[src/rtl/stage2_fsm_stream_if.sv]
`default_nettype none
// =============================================================================
// stage2_fsm_stream_if : valid/ready stream bundle; tag = key (in) / state (out)
// Rev 1.0
// =============================================================================
interface stage2_fsm_stream_if #(
  parameter int DATA_W = 16
);
  logic              valid;
  logic              ready;
  logic [DATA_W-1:0] data;
  logic [1:0]        tag;

  modport master (output valid, output data, output tag, input ready);
  modport slave  (input valid, input data, input tag, output ready);
endinterface
`default_nettype wire

[src/rtl/stage2_fsm_stream.sv]
`default_nettype none
// =============================================================================
// stage2_fsm_stream : keyed 4-state transform with output reg + skid buffer.
// Optional trace: define STAGE2_FSM_STREAM_TRACE_EN.   Rev 1.0
// =============================================================================
module stage2_fsm_stream #(
  parameter int DATA_W    = 16,
  parameter int SEXT_W    = 4,
  parameter int ROUND_LEN = 8
) (
  input  wire logic              clk,
  input  wire logic              rst,
  stage2_fsm_stream_if.slave     in_if,
  stage2_fsm_stream_if.master    out_if
);

  localparam int                CNT_W    = $clog2(ROUND_LEN);
  localparam logic [CNT_W-1:0]  LAST_CNT = CNT_W'(ROUND_LEN - 1);
  localparam logic [DATA_W-1:0] MASK_10  = {(DATA_W/2){2'b10}};
  localparam logic [DATA_W-1:0] MASK_01  = {(DATA_W/2){2'b01}};

  typedef enum logic [1:0] {S0 = 2'd0, S1 = 2'd1, S2 = 2'd2, S3 = 2'd3} state_t;

  state_t            state;
  state_t            next_state;
  logic [CNT_W-1:0]  round_cnt;
  logic              in_ready_q;
  logic              out_valid_q;
  logic [DATA_W-1:0] out_data_q;
  logic [1:0]        out_state_q;
  logic              skid_valid;
  logic [DATA_W-1:0] skid_data;
  logic [1:0]        skid_state;

  logic              accept;
  logic              transfer;
  logic              load_skid;
  logic              skid_next;
  logic [DATA_W-1:0] xform;

  assign accept   = in_if.valid && in_ready_q;
  assign transfer = out_valid_q && out_if.ready;

  // A new beat lands in the skid whenever the output register stays occupied.
  assign load_skid = transfer ? skid_valid : out_valid_q;
  assign skid_next = (accept && load_skid) || (skid_valid && !transfer);

  always_comb begin
    xform = '0;
    case (state)
      S0:      xform = {{(DATA_W-1){1'b0}}, ^in_if.data};
      S1:      xform = in_if.data & MASK_10;
      S2:      xform = in_if.data | MASK_01;
      default: xform = {{SEXT_W{in_if.data[DATA_W-1]}}, in_if.data[DATA_W-SEXT_W-1:0]};
    endcase
  end

  always_comb begin
    next_state = S0;
    if (round_cnt != LAST_CNT) begin
      case (state)
        S0:      next_state = state_t'(in_if.tag ^ 2'd1);
        S1:      next_state = state_t'(in_if.tag ^ 2'd2);
        S2:      next_state = state_t'(in_if.tag ^ 2'd3);
        default: next_state = state_t'(in_if.tag);
      endcase
    end
  end

  always_ff @(posedge clk) begin
    if (rst) begin
      state       <= S0;
      round_cnt   <= '0;
      in_ready_q  <= 1'b1;
      out_valid_q <= 1'b0;
      out_data_q  <= '0;
      out_state_q <= 2'd0;
      skid_valid  <= 1'b0;
      skid_data   <= '0;
      skid_state  <= 2'd0;
    end else begin
      if (accept) begin
        state     <= next_state;
        round_cnt <= (round_cnt == LAST_CNT) ? '0 : round_cnt + 1'b1;
      end
      if (accept && load_skid) begin
        skid_data  <= xform;
        skid_state <= state;
      end
      skid_valid <= skid_next;
      in_ready_q <= !skid_next;

      if (transfer && skid_valid) begin
        out_data_q  <= skid_data;
        out_state_q <= skid_state;
        out_valid_q <= 1'b1;
      end else if (accept && (transfer || !out_valid_q)) begin
        out_data_q  <= xform;
        out_state_q <= state;
        out_valid_q <= 1'b1;
      end else if (transfer) begin
        out_valid_q <= 1'b0;
      end
    end
  end

`ifdef STAGE2_FSM_STREAM_TRACE_EN
  always_ff @(posedge clk) begin
    if (!rst && accept)
      $display("%0t stage2 %0d->%0d data=%h round=%0d",
               $time, state, next_state, in_if.data, round_cnt);
  end
`endif

  assign in_if.ready  = in_ready_q;
  assign out_if.valid = out_valid_q;
  assign out_if.data  = out_data_q;
  assign out_if.tag   = out_state_q;

endmodule
`default_nettype wire
[src/flat_wrapper.sv]
// flat-port wrapper written by rule: the top's interface ports become plain ports
module stage2_fsm_stream_flat 
#(
  parameter int DATA_W    = 16,
  parameter int SEXT_W    = 4,
  parameter int ROUND_LEN = 8
)
  (clk, rst, in_if_valid, in_if_data, in_if_tag, in_if_ready, out_if_valid, out_if_data, out_if_tag, out_if_ready);
  stage2_fsm_stream_if #(.DATA_W(DATA_W)) in_if_i ();
  stage2_fsm_stream_if #(.DATA_W(DATA_W)) out_if_i ();
  input  wire logic clk;
  input  wire logic rst;
  input wire logic [$bits(in_if_i.valid)-1:0] in_if_valid;
  input wire logic [$bits(in_if_i.data)-1:0] in_if_data;
  input wire logic [$bits(in_if_i.tag)-1:0] in_if_tag;
  output wire logic [$bits(in_if_i.ready)-1:0] in_if_ready;
  output wire logic [$bits(out_if_i.valid)-1:0] out_if_valid;
  output wire logic [$bits(out_if_i.data)-1:0] out_if_data;
  output wire logic [$bits(out_if_i.tag)-1:0] out_if_tag;
  input wire logic [$bits(out_if_i.ready)-1:0] out_if_ready;
  assign in_if_i.valid = in_if_valid;
  assign in_if_i.data = in_if_data;
  assign in_if_i.tag = in_if_tag;
  assign in_if_ready = in_if_i.ready;
  assign out_if_valid = out_if_i.valid;
  assign out_if_data = out_if_i.data;
  assign out_if_tag = out_if_i.tag;
  assign out_if_i.ready = out_if_ready;
  stage2_fsm_stream #(.DATA_W(DATA_W), .SEXT_W(SEXT_W), .ROUND_LEN(ROUND_LEN)) u_core (.clk(clk), .rst(rst), .in_if(in_if_i), .out_if(out_if_i));
endmodule
[config.mk]
export PLATFORM = sky130hd
export DESIGN_NAME = stage2_fsm_stream_flat
export DESIGN_NICKNAME = d
export VERILOG_FILES = /design/src/rtl/stage2_fsm_stream_if.sv /design/src/rtl/stage2_fsm_stream.sv /design/src/flat_wrapper.sv
export SDC_FILE = /design/constraint.sdc
export NUM_CORES = 1
export LEC_CHECK = 0
export CORE_MARGIN = 1.5
export CORE_UTILIZATION = 53
export DETAILED_ROUTE_END_ITERATION = 8
export PLACE_DENSITY = 0.83
export SLEW_MARGIN = 20
export SYNTH_ARGS = -nofsm -noshare
export SYNTH_HDL_FRONTEND = slang
export SYNTH_SLANG_ARGS = --single-unit
[constraint.sdc]
create_clock -name clk -period 2.7 [get_ports clk]
set_input_delay 0.54 -clock clk [delete_from_list [all_inputs] [get_ports clk]]
set_output_delay 0.54 -clock clk [all_outputs]
set_load 0.005 [all_outputs]
Word level (Yosys, flattened, before mapping)
Cells that the tools add are included.
W data, S select, Z words.
Word-level totals
  input port bits: 22
  bits in registers: 44
  word-level logic and storage cells: 44
  output and inout bits: 20
Cells by class
  equal/unequal tests: 4
  $add $sub $neg: 1
  reduce and logical (&&, ||, !) cells: 15
  muxes and demuxes: 12
  bitwise operators: 3
Operators with widths (count)
  $pmux W16 S3: 1
  $mux W16: 2
  $reduce_xor A16 Y1: 1
  $logic_and A1 B1 Y1: 6
  $mux W2: 3
  $pmux W2 S3: 1
  $mux W1: 4
  $add A3 B1 Y3 const B: 1
  $eq A3 B3 Y1 const B: 1
  $logic_not A1 Y1: 3
  $mux W3: 1
  $ne A3 B3 Y1 const B: 1
  $reduce_bool A3 Y1: 1
  $eq A2 B1 Y1 const B: 1
  $eq A2 B2 Y1 const B: 1
  $logic_not A2 Y1: 1
  $logic_or A1 B1 Y1: 2
  $not A1 Y1: 2
  $not A2 Y2: 1
  $reduce_bool A2 Y1: 1

Logic depth before layout (Yosys ltp)
  depth in word-level cells: 5
  mapped depth: 7
  mapped depth without buffers: 5

Worst setup path before layout
Ideal clock, no wire load.
  kind: in2reg
  from: in in_if_valid
  to: reg u_core.skid_data[0]
  data arrival time: 1.498 ns
  data required time: 2.566 ns
  buffers on the path: 3
  setup time: 0.134 ns
  stages: 7
  path slack: 1.069 ns
  cells stage by stage: and2_1 buf_2 and3_1 clkbuf_2 buf_2 a21oi_1 o41ai_2
On the way
  longest elaborated chain between the ends: 2
Ends and longest elaborated chain
  start, declared: line flat_wrapper.sv:13  | input wire logic [$bits(in_if_i.valid)-1:0] in_if_valid;
  $logic_and A1 B1 Y1: line stage2_fsm_stream.sv:41  | assign accept = in_if.valid && in_ready_q;
  $logic_and A1 B1 Y1: line stage2_fsm_stream.sv:86  | if (accept && load_skid) begin
  end signal, assigned: line stage2_fsm_stream.sv:87  | skid_data <= xform;
  end, declared: line stage2_fsm_stream.sv:32  | logic [DATA_W-1:0] skid_data;
No other way between the ends.
A chain may end at the register's enable or synchronous reset.

Worst setup path in the final report
  from: reg u_core.out_valid_q, in the netlist u_core.out_if.valid
  to: out out_if_valid
RTL lines
  start, declared: line stage2_fsm_stream.sv:28  | logic out_valid_q;
  start signal, assigned: line stage2_fsm_stream.sv:75  | out_valid_q <= 1'b0;
  start signal, assigned: line stage2_fsm_stream.sv:96  | out_valid_q <= 1'b1;
  start signal, assigned: line stage2_fsm_stream.sv:100  | out_valid_q <= 1'b1;
  end, declared: line flat_wrapper.sv:17  | output wire logic [$bits(out_if_i.valid)-1:0] out_if_valid;
No word-level cell between the ends.

==> results.yml <==
synthesis:
  syn_inst: 228
  syn_nets: 252
  netlist.area_leader.share_pct: 44.36
  yosysSeqAreaShare_pct: 44.36
  avgSynthCellArea_um2: 8.314
  synth.top_cells.by_area: "dfxtp_1 (44%), a21oi_1 (7.9%), nand2_1 (6.1%)"
  yosys.cell_types.count: 32
  ys_ff_latch: 42
  synth_top_area_cell: "dfxtp_1"
  netlist_area_um2: 1896
  ys_warn_count: 0
global_route:
  globalRouteMet2Util_pct: 38.04
  grtUsageMet1_pct: 30.84
  grt_max_degree: 23
  antenna_found_initial: 0
  grt_first_pass_wirelength_um: 7583
  track_usage_pct: 23.84
  met3_usage_pct: 5.766
  busiest_layer: "met2"
  grt_pass1_vias: 1717
  overflow: 0
layout:
  fin_area_um2: 2384
  multi_input_area_um2: 952.2
  diodes: 0
  layout_commonest_cell: "dfxtp_1"
  instances_no_fill: 310
  drive_gt1_share_pct: 5.682
  num-fill-cells: 273
  regArea_um2: 840.8
  final_nets: 289
  mostFrequentLayoutCells: "dfxtp_1 (42), clkdlybuf4s50_1 (41), nand2_1 (31)"
  area_delta_synth_final_pct: 25.74
floorplanning:
  design.core.area_um2: 3390
  dieHeight_um: 62.81
  dieWidth_um: 62.81
  rows: 21
  initial_core_util_pct: 55.92
  io_pins: 42
  dieArea_um2: 3944
timing:
  rsz0062_at_grt: "false"
  fmax_mhz: 511.7
  finalSetupViolations: 0
  setup_tns_ns: 0
  hold_viol_final: 0
  relSlewSlack_pct: 61.32
  worstMarginPinSlew_ns: 0.5801
  drv_slew: 0
  period_minus_slack_ns: 1.954
  fin_crit_sh_pct: 72.38
  clock_skew_ns: 0.003943
setup_path:
  path_buf_inv: 1
  endpoint_kind: "output port"
  critPathMaxFanout: 11
  cp_slowest_cell: "clkdlybuf4s50_1"
  worstPathArrival_ns: 1.41
  start_kind: "flop"
  crit_path_cell_trace: "clkdlybuf4s50_1"
  cp_slowest_stage_delay_ns: 0.56
  crit_family: "buffers and inverters"
  critPathKind: "flop to output port"
  cp.required_ns: 2.16
pwr:
  vdd_drop_max_mv: 0.3209
  p_leak_uw: 0.0008566
  p_per_area_nw_per_um2: 524.1
detailed_routing:
  drt.antenna.violating_nets: 0
  wl_um: 4384
  vias_per_cell: 5.816
  drc_errors: 0
  num_vias: 1803
  firstDrtPassIters: 5
  routedWlPerCell_um: 14.14
  drt-initial-drc-count: 180
place:
  placed_cell_area_um2: 2332
  place_congestion: 0.8095
  hpwl_um: 2992
  placed_cells_incl_taps: 304
  portBuffers: 41
cts:
  cts_hold_buffers: 0
  cts_setup_buffers: 0
  cts_tree: "done"
  cts-buffers-inserted: 5
  clkTransAtPathRegs_ns: 0.11
  h-tree-depth: 2
  clock_sinks: 42
  cts_root_buf: "clkbuf_4"
  clk_latency_ns: 0.34
  cts_buffer_depth: 2
  cts.repair.resized: 0
flow_run:
  maxCapViolCount: 0
status:
  outcome: "complete, no violations"
min_path:
  worstHoldPathType: "flop to flop"
## worst min-delay path, delay by kind of cell (launching register included)
kind	cells	cell delay, ns
compound gates	1	0.05
flops	1	0.33
simple gates	1	0.05
## cell usage after synthesis
| cell | number |
|---|---|
| a32oi_1 | 5 |
| a22o_1 | 1 |
| clkbuf_2 | 1 |
| o211a_1 | 1 |
| a21o_1 | 1 |
| nand3_1 | 16 |
| mux2i_1 | 1 |
| nor3_1 | 3 |
| and3_1 | 3 |
| nand2_1 | 31 |
| o21ai_0 | 7 |
| dfxtp_1 | 42 |
| inv_1 | 5 |
| nor2_1 | 21 |
| ha_1 | 2 |
| buf_1 | 2 |
| xnor2_1 | 12 |
| a2111oi_0 | 3 |
| clkbuf_1 | 5 |
| xnor2_2 | 1 |
| nor4_1 | 1 |
| xor2_1 | 3 |
| buf_2 | 9 |
| a22oi_1 | 1 |
| and2_1 | 3 |
| buf_4 | 1 |
| nor2b_1 | 1 |
| o41ai_2 | 1 |
| nand2b_1 | 6 |
| or2_0 | 1 |
| a222oi_1 | 8 |
| a21oi_1 | 30 |
## metal layers
| layer | wire length, um | part of all wire, % |
|---|---|---|
| met1 | 1889 | 43 |
| met2 | 2090 | 48 |
| met3 | 355 | 8.1 |
| met4 | 49 | 1.1 |
| met5 | 0 | 0 |
## state kept, by name, indices dropped and copies added, names as in the netlist
register             cells
u_core.state             2
u_core.out_if.tag        2
u_core.round_cnt         3
u_core.skid_valid        1
u_core.skid_data        15
u_core.skid_state        2
u_core.out_if.data      15
u_core.out_if.valid      1
u_core.in_if.ready       1
## where the power goes
| part | switching (uW) | internal, uW |
|---|---|---|
| clock | 187 | 118 |
| sequential | 23.2 | 649 |
| combinational | 133 | 139 |
## final timing paths
| path | startpoint | to | slack [ns] | cells past startpoint |
|---|---|---|---|---|
| min reg2reg | u_core.skid_data[8]$_SDFFE_PP0P_ | u_core.out_if.data[8]$_SDFFE_PP0P_ | 0.46 | 2 |
| max | u_core.out_if.valid$_SDFFE_PP0P_ | out_if_valid | 0.75 | 1 |
| max reg2reg | u_core.state[0]$_SDFFE_PP0P_ | u_core.out_if.data[11]$_SDFFE_PP0P_ | 0.89 | 3 |
| min | u_core.skid_data[8]$_SDFFE_PP0P_ | u_core.out_if.data[8]$_SDFFE_PP0P_ | 0.46 | 2 |
## final cells by class
| type | count | area share [%] |
|---|---|---|
| Multi-Input combinational cell | 163 | 39.95 |
| Sequential cell | 42 | 35.28 |
| Timing Repair Buffer | 48 | 19.42 |
| Tap cell | 46 | 2.415 |
| Clock buffer | 6 | 2.152 |
| Inverter | 5 | 0.7874 |
## per-stage QoR
stage | setup slack (ns) | utilization [%] | total power [uW] | hold WS [ns]
5_1_grt | 0.5958 | 70.32 | 1320 | 0.4845
3_5_place_dp | 0.4490 | 68.81 | 957.3 | 0.4458
4_1_cts | 0.7395 | 70.32 | 1253 | 0.4610
3_3_place_gp | 0.4955 | 68.81 | 953.1 | 0.4422
2_1_floorplan | 1.069 | - | 845.7 | 0.4315
6_report | 0.7457 | 70.32 | 1249 | 0.4604
## cells by family (layout without fill, tap and decap cells)
family | after synthesis | after routing | share of synthesized area [%]
compound gates | 58 | 58 | 20.33
xor+xnor | 16 | 16 | 7.789
fa+ha+maj | 2 | 2 | 1.320
buf+inv | 23 | 59 | 5.413
flops | 42 | 42 | 44.36
mux | 1 | 1 | 0.5281
simple gates | 86 | 86 | 20.27
(Power assumes the default switching activity.)
